===== src/rtl/btn_sw_conditioner.sv =====
// Input conditioning for the quiz board: two-flop synchronisers, per-input
// debounce, press/release edge pulses and a typematic repeat pulse per button.
// Channel map: 0..3 = buttons D,R,U,L; 4..11 = slide switches 0..7.
module btn_sw_conditioner #(
  parameter int DEBOUNCE_CYCLES = 1_000_000,
  parameter int HOLD_CYCLES     = 50_000_000,
  parameter int REPEAT_CYCLES   = 25_000_000,
  parameter int CNT_W           = 26
) (
  input  logic       clk,
  input  logic       rst,
  input  logic [3:0] btn_raw,
  input  logic [7:0] sw_raw,
  output logic [3:0] btn_level,
  output logic [3:0] btn_press,
  output logic [3:0] btn_release,
  output logic [3:0] btn_repeat,
  output logic [7:0] sw_stable
);

  localparam int NCH = 12;
  localparam logic [CNT_W-1:0] DEB_LAST  = CNT_W'(DEBOUNCE_CYCLES - 1);
  localparam logic [CNT_W-1:0] HOLD_LAST = CNT_W'(HOLD_CYCLES - 1);
  localparam logic [CNT_W-1:0] RPT_LAST  = CNT_W'(REPEAT_CYCLES - 1);

  typedef enum logic [1:0] {
    IDLE      = 2'd0,
    WAIT_HOLD = 2'd1,
    REPEAT    = 2'd2
  } rpt_state_t;

  logic [NCH-1:0] raw_all;
  logic [NCH-1:0] stable_all;
  logic [NCH-1:0] stable_next_all;

  assign raw_all   = {sw_raw, btn_raw};
  assign btn_level = stable_all[3:0];
  assign sw_stable = stable_all[11:4];

  genvar gi;

  // Synchroniser + debounce, one independent channel per input.
  generate
    for (gi = 0; gi < NCH; gi++) begin : g_deb
      logic             s1_reg;
      logic             s2_reg;
      logic             stable_reg;
      logic             stable_next;
      logic [CNT_W-1:0] dcnt_reg;
      logic [CNT_W-1:0] dcnt_next;

      // Count cycles the synchronised input disagrees with the accepted level;
      // any agreement restarts the count, terminal count accepts the new level.
      always_comb begin
        dcnt_next   = '0;
        stable_next = stable_reg;
        if (s2_reg != stable_reg) begin
          if (dcnt_reg == DEB_LAST) begin
            stable_next = s2_reg;
          end else begin
            dcnt_next = dcnt_reg + CNT_W'(1);
          end
        end
      end

      // Synchroniser flops and debounce state.
      always_ff @(posedge clk) begin
        if (rst) begin
          s1_reg     <= 1'b0;
          s2_reg     <= 1'b0;
          stable_reg <= 1'b0;
          dcnt_reg   <= '0;
        end else begin
          s1_reg     <= raw_all[gi];
          s2_reg     <= s1_reg;
          stable_reg <= stable_next;
          dcnt_reg   <= dcnt_next;
        end
      end

      assign stable_all[gi]      = stable_reg;
      assign stable_next_all[gi] = stable_next;
    end
  endgenerate

  // Edge pulses and repeat FSM for the four buttons.
  generate
    for (gi = 0; gi < 4; gi++) begin : g_btn
      logic             press_reg;
      logic             release_reg;
      rpt_state_t       state_reg;
      rpt_state_t       state_next;
      logic [CNT_W-1:0] hcnt_reg;
      logic [CNT_W-1:0] hcnt_next;
      logic             rep_now;

      // Pulses are registered alongside the level so they appear in the
      // first cycle the new level is visible.
      always_ff @(posedge clk) begin
        if (rst) begin
          press_reg   <= 1'b0;
          release_reg <= 1'b0;
          state_reg   <= IDLE;
          hcnt_reg    <= '0;
        end else begin
          press_reg   <= stable_next_all[gi] & ~stable_all[gi];
          release_reg <= ~stable_next_all[gi] & stable_all[gi];
          state_reg   <= state_next;
          hcnt_reg    <= hcnt_next;
        end
      end

      // Hold/repeat sequencing; a low level wins over a terminal count.
      always_comb begin
        state_next = state_reg;
        hcnt_next  = hcnt_reg;
        rep_now    = 1'b0;
        case (state_reg)
          IDLE: begin
            hcnt_next = '0;
            if (press_reg) begin
              state_next = WAIT_HOLD;
            end
          end
          WAIT_HOLD: begin
            if (!stable_all[gi]) begin
              state_next = IDLE;
              hcnt_next  = '0;
            end else if (hcnt_reg == HOLD_LAST) begin
              rep_now    = 1'b1;
              hcnt_next  = '0;
              state_next = REPEAT;
            end else begin
              hcnt_next = hcnt_reg + CNT_W'(1);
            end
          end
          REPEAT: begin
            if (!stable_all[gi]) begin
              state_next = IDLE;
              hcnt_next  = '0;
            end else if (hcnt_reg == RPT_LAST) begin
              rep_now   = 1'b1;
              hcnt_next = '0;
            end else begin
              hcnt_next = hcnt_reg + CNT_W'(1);
            end
          end
          default: begin
            state_next = IDLE;
            hcnt_next  = '0;
          end
        endcase
      end

      assign btn_press[gi]   = press_reg;
      assign btn_release[gi] = release_reg;
      assign btn_repeat[gi]  = rep_now;
    end
  endgenerate

endmodule


===== config.mk =====
export PLATFORM = sky130hd
export DESIGN_NAME = btn_sw_conditioner
export DESIGN_NICKNAME = d
export VERILOG_FILES = /design/src/rtl/btn_sw_conditioner.sv
export SDC_FILE = /design/constraint.sdc
export NUM_CORES = 1
export LEC_CHECK = 0
export ABC_AREA = 1
export CAP_MARGIN = 15
export CORE_MARGIN = 5
export CORE_UTILIZATION = 25
export CTS_CLUSTER_DIAMETER = 200
export DETAILED_ROUTE_END_ITERATION = 16
export HOLD_SLACK_MARGIN = 0.12
export PLACE_DENSITY = 0.39
export REMOVE_ABC_BUFFERS = 1
export SYNTH_ARGS = -nofsm -noshare
export SYNTH_HDL_FRONTEND = slang
export SYNTH_SLANG_ARGS = --single-unit

===== constraint.sdc =====
create_clock -name clk -period 2.2 [get_ports clk]
set_input_delay 0.44 -clock clk [delete_from_list [all_inputs] [get_ports clk]]
set_output_delay 0.44 -clock clk [all_outputs]
set_load 0.005 [all_outputs]

==> run_results.csv <==
group,metric,value,unit
worst_setup_path,reg_to_reg_setup_timing_slack,340,ps
timing,setup-violations-final,4,
power_and_ir_drop,p_leak,0.009915,uW
timing,post_route_skew,27.93,ps
synth,synth.top_cells.by_count,"857 x sky130_fd_sc_hd__nand2_1, 744 x sky130_fd_sc_hd__nor2_1, 482 x sky130_fd_sc_hd__inv_1",
worst_setup_path,cp.required,1760,ps
die,top_level_ports,38,
timing,setup_total_negative_slack,-769.4,ps
global_routing,antenna_found_initial,0,
route,wire_per_inst,12.48,um
die,starting_density,25.07,%
worst_hold_path,min_delay_path_class,"in2reg",
die,die_h,323.3,um
route,drt_pre_antenna_iters,7,
synth,yosysWarningCount,0,
cts,ctsHtreeMaxLevel,2,
cts,cts_tree,"built",
route,remaining_drc_errors,0,
route,vias,22320,
global_routing,grt.total_usage,12.32,%
power_and_ir_drop,power.density_cell_area,625.8,mW/mm2
timing,rsz0062_at_grt,"yes",
worst_setup_path,critical_path_peak_fanout,2,
status,status,"finished, violations left",
place,detailed_place_hpwl,48660,um
status,failed_checks,"negative setup slack",
cts,clkSinkCount,468,
route,total_routed_length,65060,um
die,floorplan.rows,115,
final_layout,nNetsFinal,3926,
synth,async_reset_ff_share,0,%
cts,clock_slew_at_reported_path_ffs,60,ps
route,dr.first_iter.drc_count,1043,
cts,insertion_delay,640,ps
cts,cts-root-buf,"sky130_fd_sc_hd__clkbuf_16",
global_routing,grt_start_max_net_pins,27,
final_layout,utilization,29.97,%
worst_setup_path,critPathCaptureType,"output pin",
place,placement.io_buffers,37,
route,via_per_inst,4.282,
die,core-area,0.09784,mm2
route,route.antenna.remaining_nets,0,
timing,holdWs,293.5,ps
timing,worst_slew_pin_slew,597.5,ps
synth,synth_cells,3702,
timing,achievable-frequency,406.8,MHz
synth,ys_seq_area_share,38.19,%
synth,yosysMostFrequentCell,"sky130_fd_sc_hd__nand2_1",
timing,period_minus_slack,2458,ps
global_routing,grt_pass1_wl,108300,um
synth,yosys-top-cells-area,"sky130_fd_sc_hd__dfxtp_1 38%, sky130_fd_sc_hd__nand2_1 13%, sky130_fd_sc_hd__nor2_1 11%",
final_layout,largest_register_ffs,312,
worst_setup_path,crit_type,"reg2out",
timing,final_period_utilization,111.7,%
final_layout,flow.area_growth_from_synthesis,19.51,%
place,place_congestion,0.8243,
synth,synth_top_area_share,38.19,%
timing,maxSlewViolCount,0,
final_layout,share_of_cells_above_drive_strength_1,9.577,%
synth,number_of_flops_mapped_to_enable_cells_by_yosys,0,
die,floorplan.die_area,0.1045,mm2
synth,synth_top_cell_by_area,"sky130_fd_sc_hd__dfxtp_1",
synth,synth_flop_cell,"sky130_fd_sc_hd__dfxtp_1",
global_routing,first_global_vias,21650,
worst_setup_path,worst-endpoint-arrival,2020,ps
cts,cts_buffer_depth,3,
final_layout,antenna-diode-count,0,
power_and_ir_drop,final_power,18350,uW
job,cap_viol_max_count,0,
synth,yosysUniqueCellTypes,42,
die,die_width,323.3,um
global_routing,grt_remaining_overflow,0,
final_layout,fillCellCount,10870,
timing,slew_headroom,59.86,%
timing,timing.final.ws_setup,-258.3,ps
power_and_ir_drop,worst_ir_drop_vdd,0.5687,mV
timing,final-hold-violation-count,0,
synth,post_synth.cell_area_avg,6.627,um2
synth,synth_area,0.02453,mm2
cts,numCtsBuffers,60,
synth,ys_seq_elements,468,
worst_setup_path,worstSetupStartpointType,"flop",
## area by class of cell
type | count | area [um2] | share of cell area (%)
tap | 1287 | 1610 | 5.492
inverter | 489 | 1836 | 6.260
clock buffer | 89 | 1772 | 6.043
timing repair buffer | 186 | 1655 | 5.646
multi-input combinational | 2679 | 12950 | 44.16
clock inverter | 15 | 107.6 | 0.3670
sequential | 468 | 9393 | 32.03
## through the flow
| stage | std cells | setup slack (ps) | area (um2) |
|---|---|---|---|
| after floorplan | 3636 | 466.5 | 24000 |
| after global placement | 5102 | -221.9 | 27220 |
| after detailed placement | 5102 | -234.8 | 27220 |
| after CTS | 5209 | -337.6 | 29260 |
| after global routing | 5213 | -437.9 | 29320 |
| final | 5213 | -258.3 | 29320 |
## power by group
part / internal [uW] / leakage, uW / switching (uW)
Combinational: 136 / 0.00519 / 215
Clock: 5610 / 0.000939 / 3840
Sequential: 8520 / 0.00378 / 27.5
Total: 14300 / 0.00991 / 4080
## final timing paths
| check | start | endpoint | cells past startpoint |
|---|---|---|---|
| hold reg to reg | g_deb[4].s1_reg$_SDFF_PP0_ | g_deb[4].s2_reg$_SDFF_PP0_ | 2 |
| setup reg to reg | g_deb[9].dcnt_reg[0]$_SDFF_PP0_ | g_deb[9].dcnt_reg[13]$_SDFF_PP0_ | 9 |
| setup / recovery | g_btn[1].hcnt_reg[1]$_SDFF_PP0_ | btn_repeat[1] | 9 |
| hold / removal | rst | g_deb[11].s2_reg$_SDFF_PP0_ | 3 |
## kinds of logic (layout without fill, tap and decap cells)
family / Yosys count / count (layout) / share of synthesized area [%]
and+or+nand+nor: 2231 / 2231 / 39.31
adders and majority gates: 28 / 28 / 1.428
buffers and inverters: 555 / 779 / 9.659
AOI/OAI and AO/OA: 244 / 244 / 5.136
DFF: 468 / 468 / 38.19
xor gates and xnor gates: 176 / 176 / 6.283
## metal layers
metal	global-route usage [%]	vias to the layer above	wire length, um
met3	2.309	71	2279
li1	-	12060	-
met2	20.49	220	28940
met1	16.69	9971	32720
met4	2.702	0	1112
met5	0	-	0
## critical path, stage by stage, from the launching register on
cell and delay (ps):
sky130_fd_sc_hd__dfxtp_2 350, sky130_fd_sc_hd__ha_4 150, sky130_fd_sc_hd__nand2_4 50, sky130_fd_sc_hd__nor2_4 100, sky130_fd_sc_hd__nand2_2 70, sky130_fd_sc_hd__nor2_1 100, sky130_fd_sc_hd__nand3_1 120, sky130_fd_sc_hd__a211oi_2 210
sky130_fd_sc_hd__buf_4 150, sky130_fd_sc_hd__buf_6 90
## cell usage in the layout, fill, tap and decap left out, types with 4 or more instances in the layout
cell / Yosys / routed
sky130_fd_sc_hd__a21oi_1: 188 / 188
sky130_fd_sc_hd__buf_12: 0 / 14
sky130_fd_sc_hd__buf_2: 7 / 4
sky130_fd_sc_hd__buf_4: 34 / 134
sky130_fd_sc_hd__clkbuf_1: 4 / 14
sky130_fd_sc_hd__clkbuf_16: 0 / 61
sky130_fd_sc_hd__clkbuf_8: 0 / 14
sky130_fd_sc_hd__clkdlybuf4s50_1: 0 / 28
sky130_fd_sc_hd__clkinv_2: 0 / 12
sky130_fd_sc_hd__dfxtp_1: 468 / 451
sky130_fd_sc_hd__dfxtp_2: 0 / 16
sky130_fd_sc_hd__ha_1: 28 / 24
sky130_fd_sc_hd__ha_4: 0 / 4
sky130_fd_sc_hd__inv_1: 482 / 480
sky130_fd_sc_hd__inv_2: 7 / 9
sky130_fd_sc_hd__nand2_1: 857 / 846
sky130_fd_sc_hd__nand2_2: 24 / 31
sky130_fd_sc_hd__nand2_4: 1 / 5
sky130_fd_sc_hd__nand3_1: 230 / 230
sky130_fd_sc_hd__nand3_2: 6 / 6
sky130_fd_sc_hd__nand3b_1: 29 / 29
sky130_fd_sc_hd__nand4_1: 143 / 143
sky130_fd_sc_hd__nor2_1: 744 / 738
sky130_fd_sc_hd__nor2_2: 23 / 23
sky130_fd_sc_hd__nor2_4: 5 / 11
sky130_fd_sc_hd__nor3_1: 131 / 131
sky130_fd_sc_hd__nor3_2: 7 / 7
sky130_fd_sc_hd__nor3b_1: 8 / 8
sky130_fd_sc_hd__o21ai_0: 42 / 42
sky130_fd_sc_hd__or2_2: 12 / 12
sky130_fd_sc_hd__xnor2_1: 62 / 62
sky130_fd_sc_hd__xor2_1: 114 / 114
## what timing repair did
item                                    4_1_cts  5_1_grt
hold buffers                                  0        0
pin swaps                                    20       13
endpoints found under the setup margin        7        6
resized for setup                            65       15
buffers inserted                              3        4
gates cloned                                  0        0
(Power assumes the default switching activity.)
